**src/rtl/csel_addsub_pipe_pkg.sv**
```systemverilog
// Shared constants and types for the pipelined carry-select adder/subtractor.
package csel_addsub_pkg;

  localparam logic OP_ADD = 1'b0;
  localparam logic OP_SUB = 1'b1;

  localparam int unsigned BLK_MAX = 16;

  // Bit n set means a block width of n is supported (4, 8 and 16).
  localparam logic [31:0] BLK_LEGAL_MASK = 32'h0001_0110;

  // Speculative pair of one block; sums are zero-extended to the widest legal block.
  typedef struct packed {
    logic [BLK_MAX-1:0] sum0;
    logic               c0;
    logic [BLK_MAX-1:0] sum1;
    logic               c1;
  } blk_res_t;

  function automatic logic blk_is_legal(input int unsigned blk);
    return (blk <= BLK_MAX) && BLK_LEGAL_MASK[5'(blk)];
  endfunction

endpackage

```
**src/rtl/csel_addsub_pipe_if.sv**
```systemverilog
// Operand/result handshake bundle of csel_addsub_pipe.
interface csel_addsub_pipe_if #(
  parameter int unsigned WIDTH = 32
);
  logic             in_valid;
  logic             in_ready;
  logic [WIDTH-1:0] in_a;
  logic [WIDTH-1:0] in_b;
  logic             in_sub;
  logic             in_cin;
  logic             out_valid;
  logic             out_ready;
  logic [WIDTH-1:0] out_sum;
  logic             out_cout;
  logic             out_ovf;
  logic             out_zero;

  modport master (
    output in_valid, in_a, in_b, in_sub, in_cin, out_ready,
    input  in_ready, out_valid, out_sum, out_cout, out_ovf, out_zero
  );

  modport slave (
    input  in_valid, in_a, in_b, in_sub, in_cin, out_ready,
    output in_ready, out_valid, out_sum, out_cout, out_ovf, out_zero
  );
endinterface

```
**src/rtl/csel_addsub_pipe_block.sv**
```systemverilog
// BLK-bit ripple adder used for each carry-select block.
module csel_block #(
  parameter int unsigned BLK = 8
) (
  input  logic [BLK-1:0] a,
  input  logic [BLK-1:0] b,
  input  logic           cin,
  output logic [BLK-1:0] sum_c,
  output logic           cout_c
);
  assign {cout_c, sum_c} = (BLK+1)'(a) + (BLK+1)'(b) + (BLK+1)'(cin);
endmodule

```
**src/rtl/csel_addsub_pipe.sv**
```systemverilog
// Two-stage carry-select add/sub with valid/ready handshake.
// Optional ovf/zero flags are built when CSEL_ADDSUB_FLAGS_EN is defined.
module csel_addsub_pipe
  import csel_addsub_pkg::*;
#(
  parameter int unsigned WIDTH = 32,
  parameter int unsigned BLK   = 8
) (
  input logic               clk,
  input logic               rst_n,
  csel_addsub_pipe_if.slave bus
);
  localparam int unsigned NBLK = WIDTH / BLK;

  if (((WIDTH % BLK) != 0) || (WIDTH < 8) || !blk_is_legal(BLK)) begin : g_cfg_err
    $error("csel_addsub_pipe: WIDTH must be a multiple of BLK (>= 8) and BLK one of 4/8/16");
  end

  logic             s1_adv;
  logic             s2_adv;
  logic             s1_valid;
  logic             out_valid_q;
  logic [WIDTH-1:0] b_x;
  logic             cin0;
  blk_res_t         res_c  [NBLK];
  blk_res_t         s1_res [NBLK];
  logic [WIDTH-1:0] sum_c;
  logic [NBLK:0]    csel;
  logic [WIDTH-1:0] sum_q;
  logic             cout_q;

  assign s2_adv       = !out_valid_q || bus.out_ready;
  assign s1_adv       = !s1_valid || s2_adv;
  assign bus.in_ready = s1_adv;

  assign b_x  = (bus.in_sub == OP_SUB) ? ~bus.in_b : bus.in_b;
  assign cin0 = (bus.in_sub == OP_ADD) ? bus.in_cin : 1'b1;

  // Block 0 resolves directly; upper blocks compute both carry-in cases.
  for (genvar k = 0; k < NBLK; k++) begin : g_blk
    if (k == 0) begin : g_lsb
      logic [BLK-1:0] s;
      logic           co;
      csel_block #(.BLK(BLK)) u_add (
        .a(bus.in_a[0 +: BLK]), .b(b_x[0 +: BLK]), .cin(cin0), .sum_c(s), .cout_c(co)
      );
      assign res_c[k] = '{sum0: BLK_MAX'(s), c0: co, sum1: BLK_MAX'(s), c1: co};
    end else begin : g_spec
      logic [BLK-1:0] s0, s1;
      logic           co0, co1;
      csel_block #(.BLK(BLK)) u_add0 (
        .a(bus.in_a[k*BLK +: BLK]), .b(b_x[k*BLK +: BLK]), .cin(1'b0), .sum_c(s0), .cout_c(co0)
      );
      csel_block #(.BLK(BLK)) u_add1 (
        .a(bus.in_a[k*BLK +: BLK]), .b(b_x[k*BLK +: BLK]), .cin(1'b1), .sum_c(s1), .cout_c(co1)
      );
      assign res_c[k] = '{sum0: BLK_MAX'(s0), c0: co0, sum1: BLK_MAX'(s1), c1: co1};
    end
  end

  always_ff @(posedge clk or negedge rst_n) begin : s1_regs
    if (!rst_n) begin
      s1_valid <= 1'b0;
      for (int k = 0; k < NBLK; k++) s1_res[k] <= '0;
    end else if (s1_adv) begin
      s1_valid <= bus.in_valid;
      if (bus.in_valid) s1_res <= res_c;
    end
  end

  // Select chain: block 0 holds its resolved result in both halves, so csel[0] is don't-care.
  assign csel[0] = 1'b0;
  for (genvar k = 0; k < NBLK; k++) begin : g_sel
    logic [BLK_MAX-1:0] pick;
    assign pick                 = csel[k] ? s1_res[k].sum1 : s1_res[k].sum0;
    assign sum_c[k*BLK +: BLK]  = BLK'(pick);
    assign csel[k+1]            = csel[k] ? s1_res[k].c1 : s1_res[k].c0;
  end

  always_ff @(posedge clk or negedge rst_n) begin : s2_regs
    if (!rst_n) begin
      out_valid_q <= 1'b0;
      sum_q       <= '0;
      cout_q      <= 1'b0;
    end else if (s2_adv) begin
      out_valid_q <= s1_valid;
      if (s1_valid) begin
        sum_q  <= sum_c;
        cout_q <= csel[NBLK];
      end
    end
  end

  assign bus.out_valid = out_valid_q;
  assign bus.out_sum   = sum_q;
  assign bus.out_cout  = cout_q;

`ifdef CSEL_ADDSUB_FLAGS_EN
  logic s1_sa, s1_sb, ovf_q, zero_q;

  always_ff @(posedge clk or negedge rst_n) begin : sign_regs
    if (!rst_n) begin
      s1_sa <= 1'b0;
      s1_sb <= 1'b0;
    end else if (s1_adv && bus.in_valid) begin
      s1_sa <= bus.in_a[WIDTH-1];
      s1_sb <= b_x[WIDTH-1];
    end
  end

  always_ff @(posedge clk or negedge rst_n) begin : flag_regs
    if (!rst_n) begin
      ovf_q  <= 1'b0;
      zero_q <= 1'b0;
    end else if (s2_adv && s1_valid) begin
      ovf_q  <= (s1_sa == s1_sb) && (sum_c[WIDTH-1] != s1_sa);
      zero_q <= ~|sum_c;
    end
  end

  assign bus.out_ovf  = ovf_q;
  assign bus.out_zero = zero_q;
`else
  assign bus.out_ovf  = 1'b0;
  assign bus.out_zero = 1'b0;
`endif

endmodule
```
**src/flat_wrapper.sv**
```systemverilog
// flat-port wrapper written by rule: the top's interface ports become plain ports
module csel_addsub_pipe_flat import csel_addsub_pkg::*;
#(
  parameter int unsigned WIDTH = 32,
  parameter int unsigned BLK   = 8
)
  (clk, rst_n, bus_in_valid, bus_in_a, bus_in_b, bus_in_sub, bus_in_cin, bus_out_ready, bus_in_ready, bus_out_valid, bus_out_sum, bus_out_cout, bus_out_ovf, bus_out_zero);
  csel_addsub_pipe_if #(.WIDTH(WIDTH)) bus_i ();
  input logic clk;
  input logic rst_n;
  input wire logic [$bits(bus_i.in_valid)-1:0] bus_in_valid;
  input wire logic [$bits(bus_i.in_a)-1:0] bus_in_a;
  input wire logic [$bits(bus_i.in_b)-1:0] bus_in_b;
  input wire logic [$bits(bus_i.in_sub)-1:0] bus_in_sub;
  input wire logic [$bits(bus_i.in_cin)-1:0] bus_in_cin;
  input wire logic [$bits(bus_i.out_ready)-1:0] bus_out_ready;
  output wire logic [$bits(bus_i.in_ready)-1:0] bus_in_ready;
  output wire logic [$bits(bus_i.out_valid)-1:0] bus_out_valid;
  output wire logic [$bits(bus_i.out_sum)-1:0] bus_out_sum;
  output wire logic [$bits(bus_i.out_cout)-1:0] bus_out_cout;
  output wire logic [$bits(bus_i.out_ovf)-1:0] bus_out_ovf;
  output wire logic [$bits(bus_i.out_zero)-1:0] bus_out_zero;
  assign bus_i.in_valid = bus_in_valid;
  assign bus_i.in_a = bus_in_a;
  assign bus_i.in_b = bus_in_b;
  assign bus_i.in_sub = bus_in_sub;
  assign bus_i.in_cin = bus_in_cin;
  assign bus_i.out_ready = bus_out_ready;
  assign bus_in_ready = bus_i.in_ready;
  assign bus_out_valid = bus_i.out_valid;
  assign bus_out_sum = bus_i.out_sum;
  assign bus_out_cout = bus_i.out_cout;
  assign bus_out_ovf = bus_i.out_ovf;
  assign bus_out_zero = bus_i.out_zero;
  csel_addsub_pipe #(.WIDTH(WIDTH), .BLK(BLK)) u_core (.clk(clk), .rst_n(rst_n), .bus(bus_i));
endmodule
```
**config.mk**
```make
export PLATFORM = sky130hd
export DESIGN_NAME = csel_addsub_pipe_flat
export DESIGN_NICKNAME = d
export VERILOG_FILES = /design/src/rtl/csel_addsub_pipe_pkg.sv /design/src/rtl/csel_addsub_pipe_if.sv /design/src/rtl/csel_addsub_pipe_block.sv /design/src/rtl/csel_addsub_pipe.sv /design/src/flat_wrapper.sv
export SDC_FILE = /design/constraint.sdc
export NUM_CORES = 1
export LEC_CHECK = 0
export BUFFER_PORTS_ARGS = -buffer_cell sky130_fd_sc_hd__clkbuf_2
export CORE_MARGIN = 3
export CORE_UTILIZATION = 50
export DETAILED_ROUTE_END_ITERATION = 8
export HOLD_SLACK_MARGIN = 0.15
export MAX_ROUTING_LAYER = met4
export PLACE_DENSITY = 0.79
export SLEW_MARGIN = 5
export SYNTH_ARGS = -nofsm -noshare
export SYNTH_HDL_FRONTEND = slang
export SYNTH_SLANG_ARGS = --single-unit
```
**constraint.sdc**
```tcl
create_clock -name clk -period 2 [get_ports clk]
set_clock_uncertainty 0.05 [all_clocks]
set_input_delay 0.6 -clock clk [delete_from_list [all_inputs] [get_ports clk]]
set_output_delay 0.6 -clock clk [all_outputs]
set_load 0.02 [all_outputs]
```
==> flow_metrics.env <==
export IMPL_path_depth=11
export IMPL_ant_nets=0
export IMPL_portBuffers=104
export IMPL_die_w_um=116
export IMPL_p_sw_mw=3.31
export IMPL_max_slew_margin_rel_pct=64.3
export IMPL_vias=5605
export IMPL_via_per_inst=5.48
export IMPL_cp_max_fo=5
export IMPL_cts_tree="yes"
export IMPL_die_area_um2=13300
export IMPL_cp_required_ns=2.22
export IMPL_die_h_um=116
export IMPL_drt_iter0_markers=427
export IMPL_r2r_start="u_core.csel[1]"
export IMPL_syn_cell_area_um2=6000
export IMPL_diodes=0
export IMPL_drc_errors=0
export IMPL_first_global_vias=5698
export IMPL_routedWlPerCell_um=17.5
export IMPL_fmax_mhz=371
export IMPL_async_flop_share_pct=100
export IMPL_drv_slew=0
export IMPL_critPathSlowestCell="or4_4"
export IMPL_synth_seq_area_share_pct=40.9
export IMPL_p_clk_share_pct=19.5
export IMPL_ys_flop_type="dfrtp_1"
export IMPL_clkSinkCount=98
export IMPL_clockRootBuffer="clkbuf_16"
export IMPL_holdWs_ns=0.425
export IMPL_rows=39
export IMPL_synth_edff_count=0
export IMPL_failed_checks="setup timing"
export IMPL_start_kind="input pin"
export IMPL_tightest_slew_ns=0.536
export IMPL_power_frac_comb_pct=47.1
export IMPL_ir_worst_vdd_mv=0.549
export IMPL_drt_first_pass_iters=5
export IMPL_layout_setup_ws_ns=-0.692
export IMPL_r2r_setup_slack_ns=0.20
export IMPL_whs_path_depth=2
export IMPL_antenna_found_initial=0
export IMPL_outcome="finished with violations"
export IMPL_wl_um=17900
export IMPL_grt_first_pass_wirelength_um=26100
export IMPL_ios=107
export IMPL_cts_buffers=9
export IMPL_area_delta_synth_final_pct=51.5
export IMPL_finalNetCount=988
export IMPL_worstReg2RegEnd="u_core.bus.out_sum[31]"
export IMPL_clk_latency_ns=0.35
export IMPL_core_um2=11600
export IMPL_finish_utilization_pct=78.6
export IMPL_powerDensity_nw_per_um2=974
export IMPL_critPathArrivalTime_ns=2.92
export IMPL_finalCritPeriodShare_pct=135
export IMPL_layout_commonest_cell="nand2_1"
export IMPL_syn_area_per_cell_um2=9.36
export IMPL_instances_no_fill=1023
export IMPL_sw_frac_of_total_pct=37.4
export IMPL_rsz0062_at_grt="true"
export IMPL_crit_type="input pin to flop"
export IMPL_hp_class="flop to flop"
export IMPL_fin_setup_tns_ns=-15.27
export IMPL_yosysUniqueCellTypes=58
export IMPL_cts_buffer_depth=2
export IMPL_critPathBufInv=2
export IMPL_cts_clk_slew_worst_paths_ns=0.07
export IMPL_pwr_share_seq_pct=33.4
export IMPL_stdcell_area_um2=9090
export IMPL_dpl_cell_area_um2=7580
export IMPL_mostFrequentLayoutCells="nand2_1, buf_4, clkbuf_2"
export IMPL_grt_overflow=0
export IMPL_crit_chain="clkbuf_16, xor2_2, ha_2, inv_2, fa_2, nand2b_4, a2111oi_4, a211oi_2, nand4b_4, or4_4, a31oi_4"
export IMPL_drive_gt1_share_pct=46.7
export IMPL_crit_path_end_kind="flop"
export IMPL_reg2reg_depth=5
export IMPL_p_leak_nw=4.33
export IMPL_place_gp_congestion=0.897
export IMPL_critPathMaxStageDelay_ns=0.47
export IMPL_syn_inst=641
export IMPL_holdPathEnd="u_core.bus.out_sum[12]"
export IMPL_internal_power_mw=5.54
export IMPL_ys_seq_elements=98
export IMPL_period_minus_slack_ns=2.69
export IMPL_grt_max_degree=51
export IMPL_setup_viol=48
export IMPL_htreeDepth=3
export IMPL_ys_warn_count=0
export IMPL_place_hpwl_um=11100
export IMPL_start_util_pct=51.9
export IMPL_hold_viol=0
export IMPL_fill_cells=666
export IMPL_grt_usage_pct=25.1
export IMPL_hp_start="u_core.bus.out_sum[12]"
export IMPL_dp_cells=964
export IMPL_max_cap_viol_count=0
export IMPL_path_delay_family="simple AND/OR/NAND/NOR gates"
-- logic make-up after synthesis --
logic type	share of synthesized area [%]
XOR/XNOR	9.64
AO/OA/AOI/OAI	13.4
AND/OR/NAND/NOR	17.0
adder cells (fa/ha/maj)	9.39
other	0.0625
multiplexers	6.41
buffers and inverters	3.30
flip-flops	40.9
-- worst register-to-register path: stages (launching register included) --
cell     delay, ns
dfrtp_1       0.39
mux2i_1       0.39
mux2i_4       0.31
buf_12        0.16
mux2i_1       0.26
o21ai_0       0.11
-- sequential cells by signal, summed over array words and instances, names as in the netlist --
register / flops
u_core.s1_valid: 1
u_core.g_sel.pick: 8
u_core.csel: 1
u_core.bus.out_valid: 1
u_core.bus.out_cout: 1
u_core.bus.out_sum: 32
u_core.s1_res: 54
-- layer usage --
layer / up-vias / global-route usage, % / part of all wire (%)
met5: - / - / 0
met4: 0 / 11.7 / 3.3
met3: 49 / 2.30 / 3.2
met2: 163 / 44.3 / 55
met1: 2744 / 28.9 / 39
li1: 2649 / - / -
-- power by group through the flow --
| stage | combinational, mW | sequential [mW] | clock [mW] |
|---|---|---|---|
| floorplan | 1.75 | 3.21 | 0 |
| global placement | 3.17 | 2.93 | 0 |
| detailed placement | 3.27 | 2.97 | 0 |
| CTS | 3.73 | 2.94 | 1.74 |
| global route | 4.49 | 3.03 | 1.83 |
| finish | 4.16 | 2.96 | 1.72 |
-- cells in the mapped netlist (3+ instances only) --
master | number | share of area (%)
nand2_1 | 137 | 8.6
dfrtp_1 | 98 | 41
o21ai_0 | 66 | 5.5
xor2_1 | 45 | 6.6
ha_1 | 37 | 7.7
mux2i_1 | 26 | 4.3
xnor2_1 | 21 | 3.1
inv_1 | 20 | 1.3
clkbuf_1 | 17 | 1.1
nor2_1 | 17 | 1.1
a21oi_1 | 11 | 0.92
nand3_1 | 11 | 0.92
mux2_2 | 9 | 1.7
nor3_1 | 8 | 0.67
buf_1 | 7 | 0.44
nand2b_1 | 7 | 0.73
o21a_1 | 7 | 0.88
o31ai_1 | 7 | 0.88
or3_1 | 7 | 0.73
a31oi_1 | 6 | 0.63
and3_1 | 5 | 0.52
fa_1 | 5 | 1.7
o211ai_1 | 5 | 0.63
a211oi_1 | 4 | 0.50
a21o_1 | 4 | 0.50
and2_1 | 4 | 0.42
nand3b_1 | 4 | 0.50
buf_4 | 3 | 0.38
nor2b_1 | 3 | 0.31
or4_1 | 3 | 0.38
-- how the worst max path moves through the flow --
stage                    start           endpoint  slack [ns]
floorplan           bus_in_sub   u_core.s1_res[0]        -1.0
finish              bus_in_sub   u_core.s1_res[0]       -0.69
global route        bus_in_sub   u_core.s1_res[0]       -0.74
detailed placement  bus_in_sub  u_core.s1_res[42]       -1.21
CTS                 bus_in_sub   u_core.s1_res[0]       -0.58
global placement    bus_in_sub  u_core.s1_res[42]       -1.13
-- metrics by stage --
stage	setup slack, ns	total power [mW]
floorplan	-1.00	4.97
global placement	-1.13	6.10
detailed placement	-1.21	6.25
CTS	-0.577	8.41
global route	-0.743	9.35
finish	-0.692	8.85
-- cell type report --
class	count	area [um2]	share of cell area (%)
Clock buffer	10	229	2.52
Clock inverter	5	62.6	0.689
Inverter	20	75.1	0.826
Multi-Input combinational cell	495	4240	46.7
Sequential cell	98	2450	27.0
Tap cell	143	179	1.97
Timing Repair Buffer	252	1850	20.3
-- what timing repair did --
action / 4_1_cts / 5_1_grt
resized for setup: 106 / 77
setup buffers: 26 / 23
hold buffers: 1 / 0
gates cloned: 1 / 0
endpoints found under the hold margin: 7 / 0
pin swaps: 55 / 58
setup endpoints to repair: 53 / 53
Power figures use the tool's default switching activity.
